==> src/rtl/imm_pkg.sv <==
// Shared constants for the RV32I immediate generator: opcodes, shift funct3 codes
// and the format encoding reported alongside each immediate.
package imm_pkg;

   localparam logic [6:0] OP_IMM = 7'b0010011;
   localparam logic [6:0] LOAD   = 7'b0000011;
   localparam logic [6:0] JALR   = 7'b1100111;
   localparam logic [6:0] STORE  = 7'b0100011;
   localparam logic [6:0] BRANCH = 7'b1100011;
   localparam logic [6:0] LUI    = 7'b0110111;
   localparam logic [6:0] AUIPC  = 7'b0010111;
   localparam logic [6:0] JAL    = 7'b1101111;

   localparam logic [2:0] F3_SLLI = 3'b001;
   localparam logic [2:0] F3_SRXI = 3'b101;

   typedef enum logic [2:0] {
      FMT_NONE  = 3'd0,
      FMT_I     = 3'd1,
      FMT_SHAMT = 3'd2,
      FMT_S     = 3'd3,
      FMT_B     = 3'd4,
      FMT_U     = 3'd5,
      FMT_J     = 3'd6
   } fmt_e;

endpackage

==> src/rtl/imm_gen_pipe_if.sv <==
// Handshake bundle for the immediate generator: instruction push side, immediate pop
// side and the pipeline flush. The DUT takes the slave view.
interface imm_gen_pipe_if #(
   parameter int XLEN  = 32,
   parameter int TAG_W = 8
);

   logic             flush_i;
   logic             in_valid_i;
   logic             in_ready_o;
   logic [31:0]      instr_i;
   logic [TAG_W-1:0] tag_i;
   logic             out_valid_o;
   logic             out_ready_i;
   logic [XLEN-1:0]  imm_o;
   logic [2:0]       fmt_o;
   logic [TAG_W-1:0] tag_o;

   modport master (
      output flush_i, in_valid_i, instr_i, tag_i, out_ready_i,
      input  in_ready_o, out_valid_o, imm_o, fmt_o, tag_o
   );

   modport slave (
      input  flush_i, in_valid_i, instr_i, tag_i, out_ready_i,
      output in_ready_o, out_valid_o, imm_o, fmt_o, tag_o
   );

endinterface

==> src/rtl/imm_decode.sv <==
// Purely combinational RV32I immediate decoder: instruction word in, sign-extended
// immediate and its format out. Also usable directly by a single-cycle datapath.
module imm_decode
   import imm_pkg::*;
#(
   parameter int XLEN        = 32,
   parameter bit HALFWORD_BR = 1'b1
) (
   input  logic [31:0]     instr_i,
   output logic [XLEN-1:0] imm_o,
   output fmt_e            fmt_o
);

   logic [6:0] opcode;
   logic [2:0] funct3;

   assign opcode = instr_i[6:0];
   assign funct3 = instr_i[14:12];

   // Signed casts widen to XLEN by replicating the immediate's top bit.
   always_comb begin
      imm_o = '0;
      fmt_o = FMT_NONE;
      case (opcode)
         OP_IMM: begin
            if (funct3 == F3_SLLI || funct3 == F3_SRXI) begin
               fmt_o = FMT_SHAMT;
               imm_o = (XLEN == 64) ? XLEN'(instr_i[25:20]) : XLEN'(instr_i[24:20]);
            end else begin
               fmt_o = FMT_I;
               imm_o = XLEN'($signed(instr_i[31:20]));
            end
         end
         LOAD, JALR: begin
            fmt_o = FMT_I;
            imm_o = XLEN'($signed(instr_i[31:20]));
         end
         STORE: begin
            fmt_o = FMT_S;
            imm_o = XLEN'($signed({instr_i[31:25], instr_i[11:7]}));
         end
         BRANCH: begin
            fmt_o = FMT_B;
            if (HALFWORD_BR)
               imm_o = XLEN'($signed({instr_i[31], instr_i[7], instr_i[30:25], instr_i[11:8]}));
            else
               imm_o = XLEN'($signed({instr_i[31], instr_i[7], instr_i[30:25], instr_i[11:8], 1'b0}));
         end
         LUI, AUIPC: begin
            fmt_o = FMT_U;
            imm_o = XLEN'($signed({instr_i[31:12], 12'b0}));
         end
         JAL: begin
            fmt_o = FMT_J;
            if (HALFWORD_BR)
               imm_o = XLEN'($signed({instr_i[31], instr_i[19:12], instr_i[20], instr_i[30:21]}));
            else
               imm_o = XLEN'($signed({instr_i[31], instr_i[19:12], instr_i[20], instr_i[30:21], 1'b0}));
         end
         default: begin
            imm_o = '0;
            fmt_o = FMT_NONE;
         end
      endcase
   end

endmodule

==> src/rtl/imm_gen_pipe.sv <==
// ID->EX immediate generator: decodes the presented instruction and queues the
// immediate, format and tag in a 2-entry elastic FIFO with flush.
module imm_gen_pipe
   import imm_pkg::*;
#(
   parameter int XLEN        = 32,
   parameter int TAG_W       = 8,
   parameter bit HALFWORD_BR = 1'b1
) (
   input logic          clk_i,
   input logic          rst_i,
   imm_gen_pipe_if.slave bus
);

   logic [XLEN-1:0]  immDec;
   fmt_e             fmtDec;

   logic [XLEN-1:0]  immMem_q [2];
   fmt_e             fmtMem_q [2];
   logic [TAG_W-1:0] tagMem_q [2];

   logic       rdPtr_q, rdPtr_d;
   logic       wrPtr_q, wrPtr_d;
   logic [1:0] count_q, count_d;

   logic inReady, outValid, push, pop;

   imm_decode #(
      .XLEN       (XLEN),
      .HALFWORD_BR(HALFWORD_BR)
   ) uDecode (
      .instr_i(bus.instr_i),
      .imm_o  (immDec),
      .fmt_o  (fmtDec)
   );

   // Handshake flags come only from registered count, so in_ready never sees out_ready.
   assign inReady  = (count_q != 2'd2);
   assign outValid = (count_q != 2'd0);
   assign push     = bus.in_valid_i && inReady;
   assign pop      = outValid && bus.out_ready_i;

   always_comb begin
      rdPtr_d = rdPtr_q;
      wrPtr_d = wrPtr_q;
      count_d = count_q;
      if (bus.flush_i) begin
         rdPtr_d = 1'b0;
         wrPtr_d = 1'b0;
         count_d = 2'd0;
      end else begin
         if (push) wrPtr_d = ~wrPtr_q;
         if (pop)  rdPtr_d = ~rdPtr_q;
         case ({push, pop})
            2'b10:   count_d = count_q + 2'd1;
            2'b01:   count_d = count_q - 2'd1;
            default: count_d = count_q;
         endcase
      end
   end

   always_ff @(posedge clk_i) begin
      if (!rst_i) begin
         rdPtr_q <= 1'b0;
         wrPtr_q <= 1'b0;
         count_q <= 2'd0;
      end else begin
         rdPtr_q <= rdPtr_d;
         wrPtr_q <= wrPtr_d;
         count_q <= count_d;
      end
   end

   // Storage needs no reset: stale slots are hidden by the output mask below.
   always_ff @(posedge clk_i) begin
      if (push && !bus.flush_i) begin
         immMem_q[wrPtr_q] <= immDec;
         fmtMem_q[wrPtr_q] <= fmtDec;
         tagMem_q[wrPtr_q] <= bus.tag_i;
      end
   end

   assign bus.in_ready_o  = inReady;
   assign bus.out_valid_o = outValid;
   assign bus.imm_o       = outValid ? immMem_q[rdPtr_q] : '0;
   assign bus.fmt_o       = outValid ? fmtMem_q[rdPtr_q] : FMT_NONE;
   assign bus.tag_o       = outValid ? tagMem_q[rdPtr_q] : '0;

endmodule

==> src/flat_wrapper.sv <==
// flat-port wrapper written by rule: the top's interface ports become plain ports
module imm_gen_pipe_flat import imm_pkg::*;
#(
   parameter int XLEN        = 32,
   parameter int TAG_W       = 8,
   parameter bit HALFWORD_BR = 1'b1
)
  (clk_i, rst_i, bus_flush_i, bus_in_valid_i, bus_instr_i, bus_tag_i, bus_out_ready_i, bus_in_ready_o, bus_out_valid_o, bus_imm_o, bus_fmt_o, bus_tag_o);
  imm_gen_pipe_if #(.XLEN(XLEN), .TAG_W(TAG_W)) bus_i ();
  input logic clk_i;
  input logic rst_i;
  input wire logic [$bits(bus_i.flush_i)-1:0] bus_flush_i;
  input wire logic [$bits(bus_i.in_valid_i)-1:0] bus_in_valid_i;
  input wire logic [$bits(bus_i.instr_i)-1:0] bus_instr_i;
  input wire logic [$bits(bus_i.tag_i)-1:0] bus_tag_i;
  input wire logic [$bits(bus_i.out_ready_i)-1:0] bus_out_ready_i;
  output wire logic [$bits(bus_i.in_ready_o)-1:0] bus_in_ready_o;
  output wire logic [$bits(bus_i.out_valid_o)-1:0] bus_out_valid_o;
  output wire logic [$bits(bus_i.imm_o)-1:0] bus_imm_o;
  output wire logic [$bits(bus_i.fmt_o)-1:0] bus_fmt_o;
  output wire logic [$bits(bus_i.tag_o)-1:0] bus_tag_o;
  assign bus_i.flush_i = bus_flush_i;
  assign bus_i.in_valid_i = bus_in_valid_i;
  assign bus_i.instr_i = bus_instr_i;
  assign bus_i.tag_i = bus_tag_i;
  assign bus_i.out_ready_i = bus_out_ready_i;
  assign bus_in_ready_o = bus_i.in_ready_o;
  assign bus_out_valid_o = bus_i.out_valid_o;
  assign bus_imm_o = bus_i.imm_o;
  assign bus_fmt_o = bus_i.fmt_o;
  assign bus_tag_o = bus_i.tag_o;
  imm_gen_pipe #(.XLEN(XLEN), .TAG_W(TAG_W), .HALFWORD_BR(HALFWORD_BR)) u_core (.clk_i(clk_i), .rst_i(rst_i), .bus(bus_i));
endmodule
==> config.mk <==
export PLATFORM = sky130hd
export DESIGN_NAME = imm_gen_pipe_flat
export DESIGN_NICKNAME = d
export VERILOG_FILES = /design/src/rtl/imm_pkg.sv /design/src/rtl/imm_gen_pipe_if.sv /design/src/rtl/imm_decode.sv /design/src/rtl/imm_gen_pipe.sv /design/src/flat_wrapper.sv
export SDC_FILE = /design/constraint.sdc
export NUM_CORES = 1
export LEC_CHECK = 0
export CORE_ASPECT_RATIO = 0.9
export CORE_MARGIN = 1.5
export CORE_UTILIZATION = 51
export DETAILED_ROUTE_END_ITERATION = 6
export GPL_ROUTABILITY_DRIVEN = 0
export PLACE_DENSITY = 0.88
export SETUP_SLACK_MARGIN = 0.5
export SYNTH_ARGS = -nofsm -noshare
export SYNTH_HDL_FRONTEND = slang
export SYNTH_SLANG_ARGS = --single-unit
==> constraint.sdc <==
create_clock -name clk_i -period 4.7 [get_ports clk_i]
set_clock_uncertainty 0.05 [all_clocks]
set_input_delay 0.47 -clock clk_i [delete_from_list [all_inputs] [get_ports clk_i]]
set_output_delay 0.47 -clock clk_i [all_outputs]
set_load 0.005 [all_outputs]
==> flow_summary_export.csv <==
group,metric,value,unit
status,status,"finished, final reports clean",
cts,holdBufCountCts,0,
floorplanning,die_h,88.6,um
logic_synthesis,synth-main-ff-cell,"edfxtp_1",
logic_synthesis,ys_async_sr_fraction,0,
sta,fin_hold_ws,0.463,ns
setup_path,cp_data_arrival_time,2.56,ns
routing,totalWireLength,8.87,mm
cts,htreeDepth,3,
power_and_ir_drop,power_frac_comb,0.097,
logic_synthesis,syn_avg_cell_area,14.1,sq um
setup_path,path_class,"reg2out",
logic_synthesis,syn_nets,340,
floorplanning,row_count,31,
setup_path,start_kind,"register",
logic_synthesis,seq_area_frac_synth,0.646,
cells_and_area,nNetsFinal,428,
placed_design,dp_cells,470,
grt,grt.total_usage,0.205,
routing,dr.pass1.iters,4,
power_and_ir_drop,ir_drop,164,uV
logic_synthesis,netlist-cell-type-count,45,
cells_and_area,area_growth,29.8,%
routing,drc,0,
cells_and_area,drive_above_1_share,0.116,
power_and_ir_drop,internal-power,1.40,mW
logic_synthesis,synth-edff-count,86,
logic_synthesis,yosys.area.top_type,"edfxtp_1",
cts,clockBufferDepth,2,
sta,finalHoldViolations,0,
sta,maxSlewViolCount,0,
grt,grt.overflow.total,0,
placed_design,preCtsSetupSlack,1.91,ns
placed_design,hpwl,5.97,mm
sta,worst_pin_slew,0.984,ns
sta,finalSetupViolCount,0,
run,cap_violations,0,
logic_synthesis,synth_warnings,0,
logic_synthesis,yosysTopAreaCellShare,0.621,
logic_synthesis,synthTopCellsByArea,"edfxtp_1, mux2i_1, nor2_1",
power_and_ir_drop,netSwitchingPower,350,uW
sta,fmax,0.325,GHz
sta,maxSlewHeadroom,0.342,
routing,route.vias.total,2769,
power_and_ir_drop,seqPwrFrac,0.521,
sta,period_share,0.655,
sta,fin_setup_tns,0,ns
floorplanning,core_area,7990,sq um
routing,wl_per_cell,18.3,um
placed_design,portBuffers,89,
floorplanning,initial_utilization,0.520,
grt,grt_max_degree,45,
cts,clock_latency,0.35,ns
setup_path,crit_fanout,31,
cts,cts_buffers,9,
setup_path,max_stage_delay,0.98,ns
cts,cts_setup_buffers,0,
cells_and_area,num_antenna_cells,0,
logic_synthesis,syn_area,4160,sq um
power_and_ir_drop,clockPowerShare,0.382,
cts,clk_pin_slew,0.08,ns
cts,clockRootBuffer,"clkbuf_8",
logic_synthesis,ys_ff_latch,91,
setup_path,cpMaxStageDelayCell,"dfxtp_2",
power_and_ir_drop,pwr_density_cell,324,nW/um^2
cells_and_area,design_area,5390,sq um
cells_and_area,final-instance-count-excl-fill,486,
sta,finalCriticalPeriod,3.08,ns
cts,post_cts_resized,0,
cts,cts_tree,"done",
routing,drtAntennaViolNets,0,
floorplanning,num_io_pins,90,
logic_synthesis,syn_inst,294,
cells_and_area,fill_cells,553,
cts,clock_sinks,91,
grt,first_global_vias,2658,
setup_path,crit_path_cell_trace,"buf_4 > mux2i_1 > nor2_1 > clkdlybuf4s50_1",
hold_path,hold_path_class,"reg2reg",
grt,grt_pass1_wl,13.5,mm
power_and_ir_drop,switching_share,0.200,
routing,drt_iter0_drc,214,
floorplanning,dieArea,8700,sq um
floorplanning,die-width,98.1,um
setup_path,endpoint_kind,"primary output",
setup_path,critPathRequiredTime,4.18,ns
sta,setup_ws,1.62,ns
placed_design,placed_area,5130,sq um
power_and_ir_drop,p_leak,1.91,nW
grt,antenna_found_initial,0,
sta,rsz0062_at_grt,"no",
routing,avgViaCountPerCell,5.70,
-- worst paths after layout --
path | startpoint | end | slack [ns] | cells after the start
worst max-delay path | register | bus_imm_o[10] | 1.62 | 4
worst min-delay path | u_core.rdPtr_q | register | 0.46 | 2
worst max register to register | u_core.count_q[1] | u_core.count_q[1] | 2.27 | 6
worst min register to register | u_core.rdPtr_q | register | 0.46 | 2
-- cells by family (layout without fill, tap and decap cells) --
logic type               after synthesis  count (layout)  synth area share
AND/OR/NAND/NOR                       83              83            0.0994
AO/OA/AOI/OAI                         45              45             0.101
multiplexers                          47              47             0.113
adder cells (fa/ha/maj)                1               1           0.00301
flip-flops                            91              91             0.646
buffers and inverters                 22             115            0.0271
XOR/XNOR                               5               5            0.0105
-- worst max-delay path: cells and delay by family (launching register included) --
family / cells / cell delay, ns
simple gates: 1 / 0.08
mux: 1 / 0.25
buf+inv: 2 / 0.90
flops: 1 / 0.98
-- power by group through the flow --
stage / logic (mW) / registers (mW) / clock network, mW
finish: 0.169 / 0.911 / 0.668
global route: 0.181 / 0.913 / 0.705
CTS: 0.169 / 0.911 / 0.677
detailed placement: 0.168 / 0.930 / 0
global placement: 0.163 / 0.929 / 0
floorplan: 0.0756 / 0.926 / 0
-- registers in the layout, indices dropped and copies added, names as in the netlist, named ones only --
register and flops:
u_core.immMem_q 64, u_core.tagMem_q 16, u_core.fmtMem_q 6, u_core.count_q 2, u_core.rdPtr_q 1, u_core.wrPtr_q 1
-- synth_stat cells (all sizes together) (2+ instances only) --
| library cell | number |
|---|---|
| nor3 | 3 |
| nand2b | 4 |
| o21ai | 2 |
| edfxtp | 86 |
| a221o | 12 |
| buf | 9 |
| a22o | 5 |
| mux2i | 47 |
| a31oi | 2 |
| nand3b | 3 |
| a21oi | 3 |
| inv | 6 |
| nor2 | 56 |
| a21o | 13 |
| or2 | 2 |
| nand2 | 5 |
| clkbuf | 7 |
| xnor2 | 2 |
| o21bai | 2 |
| dfxtp | 5 |
| xor2 | 3 |
| nand3 | 3 |
-- final cells by class --
| cell class | count | area, sq um | share of cell area |
|---|---|---|---|
| Inverter | 6 | 22.5 | 0.00418 |
| Timing Repair Buffer | 93 | 921 | 0.171 |
| Sequential cell | 91 | 2680 | 0.498 |
| Tap cell | 99 | 124 | 0.0230 |
| Multi-Input combinational cell | 181 | 1380 | 0.257 |
| Clock inverter | 5 | 125 | 0.0232 |
| Clock buffer | 11 | 131 | 0.0244 |
-- per-layer routing --
metal,routed length [um],GRT usage,share of wire,up-vias
met2,4390,0.348,0.49,122
met1,3740,0.262,0.42,1348
met3,562,0.0348,0.063,17
met5,0,0,0,-
met4,184,0.0960,0.021,0
li1,-,-,-,1282
-- cell usage in the layout (no fill, tap or decap), drive strengths merged, types with 4 or more instances in the layout --
cell / synthesis / routed
clkdlybuf4s50: 0 / 89
edfxtp: 86 / 86
nor2: 56 / 56
mux2i: 47 / 47
a21o: 13 / 13
a221o: 12 / 12
clkbuf: 7 / 11
inv: 6 / 6
nand2: 5 / 5
a22o: 5 / 5
dfxtp: 5 / 5
nand2b: 4 / 4
bufinv: 0 / 4
buf: 9 / 4
-- stage by stage --
step | util | total power [mW]
2_1_floorplan | - | 1.00
3_3_place_gp | 0.643 | 1.09
3_5_place_dp | 0.643 | 1.10
4_1_cts | 0.675 | 1.76
5_1_grt | 0.675 | 1.80
6_report | 0.675 | 1.75
Power figures use the tool's default switching activity.
==> variant 1, RTL diff (same flow settings) <==
`TAG_W` is set to 8 in 3 places; all go to 10.
--- a/src/rtl/imm_gen_pipe_if.sv
+++ b/src/rtl/imm_gen_pipe_if.sv
@@ -2,7 +2,7 @@
 // side and the pipeline flush. The DUT takes the slave view.
 interface imm_gen_pipe_if #(
    parameter int XLEN  = 32,
-   parameter int TAG_W = 8
+   parameter int TAG_W = 10
 );
 
    logic             flush_i;
--- a/src/rtl/imm_gen_pipe.sv
+++ b/src/rtl/imm_gen_pipe.sv
@@ -4,7 +4,7 @@
    import imm_pkg::*;
 #(
    parameter int XLEN        = 32,
-   parameter int TAG_W       = 8,
+   parameter int TAG_W       = 10,
    parameter bit HALFWORD_BR = 1'b1
 ) (
    input logic          clk_i,
--- a/src/flat_wrapper.sv
+++ b/src/flat_wrapper.sv
@@ -2,7 +2,7 @@
 module imm_gen_pipe_flat import imm_pkg::*;
 #(
    parameter int XLEN        = 32,
-   parameter int TAG_W       = 8,
+   parameter int TAG_W       = 10,
    parameter bit HALFWORD_BR = 1'b1
 )
   (clk_i, rst_i, bus_flush_i, bus_in_valid_i, bus_instr_i, bus_tag_i, bus_out_ready_i, bus_in_ready_o, bus_out_valid_o, bus_imm_o, bus_fmt_o, bus_tag_o);
Interface: changed (resized bus_tag_i and bus_tag_o); port bits go from 90 to 94. The function was not compared with the original's and may differ.
==> variant 1 against the unedited design <==
  * Register-to-register slack got worse by 0.08 ns
  * Core utilization rose by 0.57 points
  * Combinational power rose by 3%
  * Highest routed layer unchanged
  * Sequential share of layout area rose by 1.0 points
  * Sequential power rose by 4.5%
  * Critical path type unchanged
  * Final area rose by 2.3%
  * Routed wire length fell by 0.98%
  * Sequential cell count rose by 4
  * Total power fell by 2.4%
  * Die area rose by 2.9%
  * Non-clock buffer count rose by 3
  * Global-route usage fell by 0.085 points
  * Worst setup slack got worse by 0.033 ns
  * Synthesized area rose by 3.0%
==> variant 1: results (changes against the unedited design) <==
synth top area cells=edfxtp_1, mux2i_1, nor2_1; WL/cell=16.9 µm (-7.6%); yosys synthesis warning count=0 (unchanged); synth unique cells=39 (-13%); Sink Count=95 (+4.4%); Clock Path Buffers=2 (unchanged); Regs by FF count=u_core.immMem_q: 64 flops, u_core.tagMem_q: 20 flops, u_core.fmtMem_q: 6 flops; Syn Inst Count=326 (+11%); flop2flop setup slack=2.19 ns (-0.08 ns); setup tns final=0 ns (unchanged); met2 Resource Use GR=34.2% (-0.61 points); clk_lat worst skew=0.34 ns; number of global-route vias before repair=2,978 (+12%); layout cells sized above 1=7.11% (-4.5 points); fin nets=465 (+8.6%); post-CTS sizing=0 (unchanged); 1st-pass router iterations=5 (+1); initial antenna violation count=0 (unchanged); Post-synth top cells=edfxtp_1, nor2_1, mux2i_1, nand2_1, nand3_1; GR Util met3=3.81% (+0.33 points); Least-Margin Pin Slew=1.27 ns (+0.282 ns); Critical Path Sink=bus_imm_o[28]; DP HPWL=5.94 mm (-0.55%); met1 Track Usage GR=26.7% (+0.56 points); clock slew at reported path FFs=0.09 ns; critical path fanouts, max=28 (-9.7%); cts bufs inserted=9 (unchanged); EDFF count, synth=90 (+4.7%); H-tree depth=3 (unchanged); status=completed; GRT Total Usage=20.4% (-0.085 points); Leak=1.95 nW (+2.0%); pin count of the biggest net entering global routing=47 (+4.4%); Worst R2R Start=u_core.count_q[0]$_SDFFE_PP0P_; Root Driver=clkbuf_8; syn nets=374 (+10%); Detailed Route WL=8.79 mm (-0.98%); IR drop worst, VDD=164 µV (about the same); register area share after synthesis=65.5% (+0.92 points); placed cells=505 (+7.4%); # DRC=0 (unchanged); port bufs=93 (+4.5%); vias per std cell=5.63 (-1.2%); Setup CP Type=reg2out; first-pass GRT wire length=14.2 mm (+5.3%); initial DRC count=236 (+10%); Synth Flop Type=edfxtp_1
[variant 1: changes by cell type after synthesis, moves of 3 or more]
cell / change
a21o_2: -12
a21oi_1: +3
a221o_1: -7
a22oi_1: +6
edfxtp_1: +4
inv_1: -3
mux2i_1: +3
nand2_1: +21
nand3_1: +12
o21ai_0: +3
[variant 1: worst min path at each step]
stage                                      startpoint                     endpoint  depth (start not counted)
final                     u_core.rdPtr_q$_SDFFE_PP0P_                     register                          2
after global routing      u_core.rdPtr_q$_SDFFE_PP0P_                     register                          2
after floorplan           u_core.rdPtr_q$_SDFFE_PP0P_                     register                          2
after CTS                 u_core.rdPtr_q$_SDFFE_PP0P_                     register                          2
after global placement    u_core.rdPtr_q$_SDFFE_PP0P_  u_core.rdPtr_q$_SDFFE_PP0P_                          2
after detailed placement  u_core.rdPtr_q$_SDFFE_PP0P_                     register                          2
[variant 1: final cells by class]
| class | count | area, µm² |
|---|---|---|
| flip-flops and latches | 95 | 2800 |
| fillers | 556 | 2590 |
| multi-input cells | 212 | 1410 |
| repair buffers | 96 | 953 |
| clock buffers | 9 | 124 |
| well taps | 99 | 124 |
| clock inverters | 7 | 93.8 |
| inverters | 3 | 11.3 |
[variant 1: logic make-up after synthesis]
| logic type | share of synthesized area, % |
|---|---|
| simple gates | 13.5 |
| flops | 65.5 |
| mux | 11.7 |
| compound gates | 5.88 |
| buf+inv | 2.31 |
| xor+xnor | 0.819 |
| fa+ha+maj | 0.292 |
[variant 1: where the power goes]
group / total, mW / switching, mW / internal [mW]
Clock: 0.579 / 0.278 / 0.301
Combinational: 0.174 / 0.0826 / 0.0912
Sequential: 0.952 / 0.00913 / 0.943
Total: 1.70 / 0.370 / 1.33
[variant 1: worst max-delay path, cell delays in order (launching register included)]
cell and delay [ns]:
dfxtp_2 0.91, buf_4 0.45, mux2i_1 0.30, nor2_1 0.07
clkdlybuf4s50_1 0.51
[variant 1: per-layer routing]
layer  share of wire, %  vias to the layer above
met5                  0                        -
met4                1.0                        0
met3                5.8                        8
met2                 50                      136
met1                 44                     1403
li1                   -                     1386
[variant 1: through the flow]
step | setup WS (ns) | hold slack (ns) | cell area (µm²)
5_1_grt | 1.43 | 0.534 | 5520
3_5_place_dp | 1.84 | 0.458 | 5300
4_1_cts | 1.57 | 0.482 | 5520
6_report | 1.59 | 0.478 | 5520
3_3_place_gp | 1.91 | 0.448 | 5300
2_1_floorplan | 1.73 | 0.431 | 4290
==> variant 2, RTL diff (same flow settings) <==
Made on the original files. Reset style: asynchronous (`rst_i`), changed in one clocked block.
--- a/src/rtl/imm_gen_pipe.sv
+++ b/src/rtl/imm_gen_pipe.sv
@@ -59,7 +59,7 @@
       end
    end
 
-   always_ff @(posedge clk_i) begin
+   always_ff @(posedge clk_i or negedge rst_i) begin
       if (!rst_i) begin
          rdPtr_q <= 1'b0;
          wrPtr_q <= 1'b0;
Check against the original RTL: differs if rst_i is asserted again (counterexample within 4 cycles, from zero or initial values and one cycle with rst_i low); with rst_i held inactive, the same outputs for 10 cycles.
==> variant 2 against the unedited design <==
  * Final area down 3.4%
  * Count of clock-buffer cells in the layout decreased by 1
  * Routed wire length decreased by 6.6%
  * Clock power is 38% lower
  * Synthesized area down 2.2%
  * Sequential cell count fell by 1
  * Die area decreased by 2.1%
  * Non-clock buffer count stayed put
  * Worst setup slack improved by 0.016 ns
  * Via count decreased by 4.9%
  * Sequential share of layout area rose by 1.8 points
  * Total power down 9.1%
  * First-iteration DRC count down 29%
  * Largest cell class unchanged
==> variant 2: results (changes against the unedited design) <==
status=completed; Critical Path Sink=bus_imm_o[2]; Seq area share=51.5% (+1.8 points); clock buf count=10 (-1); IR drop worst, VDD=188 µV (+14%); data arrival time of the worst path=2.54 ns (-0.02 ns); area of the multi-input gates=1310 µm² (-5.1%); Internal=1.23 mW (-12%); register area share after synthesis=66.0% (+1.5 points); CP max-delay cell=dfrtp_2; fin nets=418 (-2.3%); Area after DPL=5060 µm² (-1.5%); RR Endpoint=u_core.immMem_q[1][23]$_DFFE_PP_; CP max stage delay=0.80 ns (-0.18 ns); Post-synth top cells=edfxtp_1, nor2_1, mux2i_1, a21o_1, a221o_1; DP HPWL=5.80 mm (-2.9%); layout cells sized above 1=6.91% (-4.7 points); minimum clock period=3.06 ns (-0.0158 ns); worst r2r path cells=4 (-2); crit-path leading delay family=buffers and inverters; clk_lat worst skew=0.33 ns (-0.02 ns); Clock-cell share=2.86% (-1.9 points); Worst Hold Slack=0.277 ns (-0.185 ns); critical path fanouts, max=23 (-26%); FFs w/ async S/R, synth=4.44% (+4.4 points)
variant 2: logic make-up (layout without fill, tap and decap cells):
kind of cell | count (synthesis) | after routing | share of synthesized area, %
muxes | 48 | 48 | 11.8
xor gates and xnor gates | 2 | 2 | 0.431
and+or+nand+nor | 86 | 86 | 10.3
DFF | 90 | 90 | 66.0
buffers and inverters | 18 | 109 | 2.25
AOI/OAI and AO/OA | 41 | 41 | 9.17
variant 2: power by group through the flow:
| stage | Sequential, mW | Combinational (mW) | Clock (mW) |
|---|---|---|---|
| after floorplan | 0.934 | 0.115 | 0 |
| after global placement | 0.942 | 0.242 | 0 |
| after detailed placement | 0.944 | 0.247 | 0 |
| after CTS | 0.926 | 0.248 | 0.428 |
| after global routing | 0.929 | 0.265 | 0.458 |
| final | 0.926 | 0.246 | 0.417 |
variant 2: routing by layer:
metal	track usage [%]	up-vias	routed length [µm]
met3	4.23	8	485
li1	-	1265	-
met2	33.6	107	4160
met1	24.8	1252	3540
met5	0	-	0
met4	8.96	0	106
